===== src/rtl/sha256_padder.sv =====
// SHA-256 message padder: packs a 32-bit big-endian word stream into 512-bit blocks,
// appends the 0x80 marker, zero fill and 64-bit bit length, and holds each block until acked.
module sha256_padder #(
   parameter int LEN_W = 64
) (
   input  logic         clk,
   input  logic         reset,
   input  logic [31:0]  in_data,
   input  logic         in_valid,
   input  logic         in_last,
   input  logic [1:0]   in_bytes,
   output logic         in_ready,
   output logic [511:0] block,
   output logic         block_valid,
   output logic         block_first,
   output logic         block_last,
   input  logic         block_ack
);

   // state | meaning
   // FILL  | collecting message words into the buffer
   // EMIT  | block presented to the core, waiting for block_ack
   // TAIL  | building the extra length-only block
   typedef enum logic [1:0] {FILL, EMIT, TAIL} state_t;

   state_t            state, state_nx;
   logic [31:0]       words [16];
   logic [3:0]        wcnt;
   logic [LEN_W-1:0]  len_cnt;
   logic [LEN_W-1:0]  len_nx;
   logic              tail_pend;
   logic              tail_mark;
   logic              first_q;
   logic              last_q;
   logic              accept;
   logic [2:0]        nbytes;
   logic [5:0]        add_bits;
   logic [31:0]       last_word;
   logic              full_word;
   logic              room;
   logic [63:0]       len64_nx;
   logic [63:0]       len64;

   always_ff @(posedge clk or posedge reset) begin
      if (reset) state <= FILL;
      else       state <= state_nx;
   end

   always_comb begin
      state_nx    = state;
      in_ready    = 1'b0;
      block_valid = 1'b0;
      accept      = 1'b0;
      case (state)
         FILL: begin
            in_ready = 1'b1;
            if (in_valid) begin
               accept = 1'b1;
               if (in_last || wcnt == 4'd15) state_nx = EMIT;
            end
         end
         EMIT: begin
            block_valid = 1'b1;
            if (block_ack) state_nx = tail_pend ? TAIL : FILL;
         end
         TAIL:    state_nx = EMIT;
         default: state_nx = FILL;
      endcase
   end

   always_comb begin
      full_word = (in_bytes == 2'd0);
      nbytes    = full_word ? 3'd4 : {1'b0, in_bytes};
      add_bits  = in_last ? {nbytes, 3'b000} : 6'd32;
      len_nx    = len_cnt + LEN_W'(add_bits);
      len64_nx  = 64'(len_nx);
      len64     = 64'(len_cnt);
      // pad position p must leave words 14/15 free for the length
      room      = full_word ? (wcnt <= 4'd12) : (wcnt <= 4'd13);
      case (in_bytes)
         2'd1:    last_word = {in_data[31:24], 8'h80, 16'h0000};
         2'd2:    last_word = {in_data[31:16], 8'h80, 8'h00};
         2'd3:    last_word = {in_data[31:8], 8'h80};
         default: last_word = in_data;
      endcase
   end

   always_ff @(posedge clk or posedge reset) begin
      if (reset) begin
         for (int i = 0; i < 16; i++) words[i] <= '0;
         wcnt      <= '0;
         len_cnt   <= '0;
         tail_pend <= 1'b0;
         tail_mark <= 1'b0;
         first_q   <= 1'b1;
         last_q    <= 1'b0;
      end else begin
         case (state)
            FILL: begin
               if (accept) begin
                  len_cnt <= len_nx;
                  wcnt    <= wcnt + 4'd1;
                  if (in_last) begin
                     words[wcnt] <= last_word;
                     if (full_word && wcnt != 4'd15) words[wcnt + 4'd1] <= 32'h8000_0000;
                     if (room) begin
                        words[14] <= len64_nx[63:32];
                        words[15] <= len64_nx[31:0];
                        last_q    <= 1'b1;
                     end
                     tail_pend <= ~room;
                     tail_mark <= full_word && (wcnt == 4'd15);
                  end else begin
                     words[wcnt] <= in_data;
                  end
               end
            end
            EMIT: begin
               if (block_ack) begin
                  for (int i = 0; i < 16; i++) words[i] <= '0;
                  wcnt    <= '0;
                  last_q  <= 1'b0;
                  first_q <= ~tail_pend & last_q;
                  if (!tail_pend && last_q) len_cnt <= '0;
               end
            end
            TAIL: begin
               words[0]  <= tail_mark ? 32'h8000_0000 : 32'h0;
               words[14] <= len64[63:32];
               words[15] <= len64[31:0];
               last_q    <= 1'b1;
               tail_pend <= 1'b0;
            end
            default: ;
         endcase
      end
   end

   always_comb begin
      block = '0;
      for (int i = 0; i < 16; i++) block[511 - 32*i -: 32] = words[i];
   end

   assign block_first = first_q;
   assign block_last  = last_q;

endmodule


===== config.mk =====
export PLATFORM = sky130hd
export DESIGN_NAME = sha256_padder
export DESIGN_NICKNAME = d
export VERILOG_FILES = /design/src/rtl/sha256_padder.sv
export SDC_FILE = /design/constraint.sdc
export NUM_CORES = 2
export LEC_CHECK = 0
export ABC_AREA = 1
export ABC_CLOCK_PERIOD_IN_PS = 25500
export CAP_MARGIN = 20
export CORE_MARGIN = 2
export CORE_UTILIZATION = 53
export CTS_CLUSTER_DIAMETER = 100
export DETAILED_ROUTE_END_ITERATION = 7
export GPL_TIMING_DRIVEN = 0
export PLACE_DENSITY_LB_ADDON = 0.2
export SLEW_MARGIN = 20
export SYNTH_ARGS = -nofsm -noshare
export SYNTH_HDL_FRONTEND = slang
export SYNTH_SLANG_ARGS = --single-unit

===== constraint.sdc =====
create_clock -name clk -period 25.5 [get_ports clk]
set_clock_uncertainty 0.05 [all_clocks]
set_input_delay 5.1 -clock clk [delete_from_list [all_inputs] [get_ports clk]]
set_output_delay 5.1 -clock clk [all_outputs]
set_load 0.02 [all_outputs]

==> impl_summary.log <==
[metrics] max-slew violations: 0
[metrics] initial core utilization: between 50% and 60%
[metrics] DR vias/cell: between 6 and 7
[metrics] Sum Neg Setup Slack: 0 ns
[metrics] actual slew at the worst max-slew pin: 1.089 ns
[metrics] final hold violation count: 0
[metrics] most frequently used cell type in the post-synthesis netlist: nand2_1
[metrics] number of unique standard cell types used by synthesis: 58
[metrics] RePlAce Congestion: roughly 1.0
[metrics] core outline area: 54880 µm²
[metrics] EDFF count, synth: 0
[metrics] Primary FF master, synth: dfrtp_1
[metrics] Rel. slew slack: 27.14%
[metrics] arrival time reported for the critical path endpoint: 9.90 ns
[metrics] critical path capture point type: flop
[metrics] status: complete, no violations
[metrics] initial antenna violation count: 5
[metrics] category of the critical setup timing path: in -> reg
[metrics] instance count of the mapped netlist: 3635
[metrics] depth of the CTS H-tree: 2
[metrics] number of CTS-inserted buffers: 60
[metrics] Synth Cell Area: roughly 30000 µm²
[metrics] Final Instance Count excl. Fillers: 5006
[metrics] first-pass iteration count of the detailed router: 8
[metrics] time the worst path needs with I/O delays and setup: between 9 and 10 ns
[metrics] critical path's most frequent cell: nand2_1
[metrics] Setup-failing EPs final: 0
[metrics] Total Routing Usage GR: 45.41%
[metrics] maximum fanout along the worst path: 10
[metrics] Post CTS Setup Buffer Count: 0
[metrics] Yosys reg bits: 583
[metrics] area share of the leading cell type in the synthesized netlist: 49.73%
[metrics] Power Dens Cells: ~110 nW/µm²
[metrics] cell with the largest stage delay on the worst path: clkbuf_1
[metrics] top cells by instance count after synthesis: 971 x nand2_1, 582 x dfrtp_1, 375 x nor2_1, 340 x o21ai_0, 228 x inv_1
[metrics] die span in x: ~240 µm
[metrics] biggest area contributors in the synthesized netlist: dfrtp_1 50%, nand2_1 12%, o21ai_0 5.8%
[metrics] CP cell instances: buf_2, clkbuf_1, clkbuf_1, buf_2, nand2_1, inv_1, ha_1, fa_1, nand3_1, nand2_1, nand2_1, nor2_1, nand2_1, xor2_1, nand2_1, nand3_1, nand2_1, a21oi_1
[metrics] area used by sequential logic in the layout: 14590 µm²
[metrics] CP Data Required Time: between 20 and 30 ns
[metrics] library cell with the largest summed area after synthesis: dfrtp_1
[metrics] Num Clock Sinks: 583
[metrics] RSZ-0062 raised after global routing: false
[metrics] DRC violation count after routing: 0
[metrics] Synth warnings: 0
[metrics] clock buffer depth: 3
[metrics] vias in the first global route: 28.63k
[metrics] number of nets in the synthesized netlist: 3688
[metrics] number of placement rows: 86
[metrics] sw power: 0.001780 W
[metrics] post-synthesis to final-layout area growth: 29.30%
[metrics] Max IR drop VDD: 0.07677 mV
[metrics] internal power: 0.002203 W
[metrics] delay of the slowest critical-path stage: 0.73 ns
[metrics] path class of the lowest-slack min-delay path: reg -> reg
[metrics] asr flop ratio synth: 100.0%
[metrics] global-route wire length before repair: 189900 µm
[metrics] worst path bufs/invs: 5
[metrics] share of final-layout standard cells stronger than drive strength 1: 8.072%
[metrics] leakage dissipation: 16.51 nW
[metrics] met3 wire len: 13470 µm
[metrics] Clock power frac: 23.4%
[metrics] switching power as a share of total power: 44.69%
[metrics] synthesized area per cell: roughly 8.1 µm²
[metrics] Max-cap violations: 0
[metrics] port buffer count: about 550
[metrics] number of I/O pins: around 560
[metrics] average detailed-routed wire length per instance: 26.46 µm
[metrics] clock-pin slew on the worst setup and hold paths: 0.06 ns
[metrics] share of the clock period used by the worst path after layout: 36.81%
[metrics] die height: ~240 µm
[metrics] number of filler cells placed in the layout: 4628
[metrics] TritonCTS clock tree: built
[metrics] sum of routed wire length over all layers: 132400 µm
[metrics] post-route met1 wirelength: 47190 µm
[metrics] number of hold-repair buffers added at the cts stage: 0
[metrics] routed via count: 30.82k
[metrics] initial DRC count: roughly 3.9k
[metrics] Critical Path Start Type: input port
[metrics] number of routed nets with antenna violations: 0
[metrics] area taken by multi-input logic gates: 12750 µm²
[metrics] part of the Yosys area used for sequential elements: between 40% and 50%
[metrics] clock network latency to the later pin of the worst-skew pair: 0.65 ns
[metrics] top layer used by detailed routing: met5
[metrics] global-route congestion overflow total: 0
[metrics] number of placed cells counting well taps: 4891
[metrics] part of the power in combinational logic: 44.8%
[metrics] total half-perimeter wirelength after legalization and detailed placement: between 100000 and 150000 µm
[metrics] sequential group share of total power: 31.8%
[metrics] CP delay by family, top: buffers and inverters
[metrics] pin count of the biggest net entering global routing: 110
[metrics] maximum frequency from static timing analysis: 106.5 MHz
[metrics] die area: 57150 µm²
[metrics] net total in the final layout: 4302
[metrics] detailed-routed wire length on met2: between 50000 and 60000 µm
[metrics] Resized Gates After CTS: 0
[metrics] Clock Root Buffer: clkbuf_16
logic make-up (layout without fill, tap and decap cells):
kind of cell	after synthesis	count (layout)	share of synthesized area [%]
simple gates	1672	1672	23.87
compound gates	870	870	18.18
flops	583	583	49.82
buf+inv	468	1132	6.665
xor+xnor	28	28	0.8374
fa+ha+maj	14	14	0.6238
other cells	0	3	0
flip-flops by register name, summed over array words and instances (netlist names):
signal       count
block          512
block_first      1
block_last       1
len64           61
state            2
tail_mark        1
tail_pend        1
wcnt             4
tightest hold or removal path, cell delays in order (launching register included):
cell and delay (ns):
dfrtp_1 0.34, nand2_1 0.06, nand2_1 0.05
final cells by class:
cell class                      instances  share of cell area, %
Sequential cell                       583                  38.53
Multi-Input combinational cell       2584                  33.66
Timing Repair Buffer                  552                  14.87
Clock buffer                           85                  4.556
Inverter                              266                  2.723
Buffer                                202                  2.452
Tap cell                              704                  2.326
Clock inverter                         27                 0.8624
Antenna cell                            3                0.01982
through the flow:
step / instance area [µm²] / power (W) / utilization [%] / worst slack, ns / hold WS (ns)
final: 37870 / 0.003983 / 69.00 / 16.11 / 0.4325
after floorplan: 29290 / 0.002214 / - / 4.039 / 0.4020
after CTS: 37860 / 0.003928 / 68.99 / 16.34 / 0.4311
after detailed placement: 35810 / 0.003003 / 65.25 / 15.70 / 0.4165
after global routing: 37870 / 0.004119 / 69.00 / 16.01 / 0.4514
after global placement: 35630 / 0.002979 / 64.93 / -2.883 / 0.4101
power groups by stage:
stage               clock network (W)  logic (W)  registers [W]
floorplan                           0   0.000813        0.00140
global placement                    0    0.00171        0.00127
detailed placement                  0    0.00173        0.00127
CTS                          0.000924    0.00175        0.00126
global route                 0.000965    0.00188        0.00127
finish                       0.000932    0.00178        0.00127
layout by cell type, fill, tap and decap left out, drive strengths merged, types with 4 or more instances in the layout:
cell	synthesis	layout
o21ai	379	379
nor3	56	56
clkinv	7	23
or2	15	15
o31ai	136	136
ha	13	13
clkbuf	99	184
a22oi	27	27
nand2	987	987
clkdlybuf4s50	0	546
bufinv	0	6
o221ai	4	4
o22ai	45	45
nand4	60	60
inv	259	262
a21oi	213	213
xor2	28	28
a211oi	28	28
a21boi	13	13
a22o	12	12
nor2	397	397
buf	103	109
nand3	150	150
dfrtp	582	582
path summary, 6_finish.rpt:
path | to | slack, ns | cells past startpoint | startpoint
worst max-delay path | block[33]$_DFFE_PP0P_ | 16.11 | 18 | in_last
worst min-delay path | block[323]$_DFFE_PP0P_ | 0.43 | 2 | block[323]$_DFFE_PP0P_
worst max register to register | block[34]$_DFFE_PP0P_ | 22.19 | 10 | state[1]$_DFFE_PP0P_
worst min register to register | block[323]$_DFFE_PP0P_ | 0.43 | 2 | block[323]$_DFFE_PP0P_
max in group asynchronous | block[335]$_DFFE_PP0P_ | 18.92 | 5 | reset
min in group asynchronous | block[510]$_DFFE_PP0P_ | 4.77 | 2 | reset
metal layers:
layer	GRT usage (%)	up-vias
met3	9.758	544
met4	33.16	2
met5	0	-
met1	55.66	14850
met2	71.13	2081
li1	-	13350
Note: power is estimated with default switching activity, not from simulation.
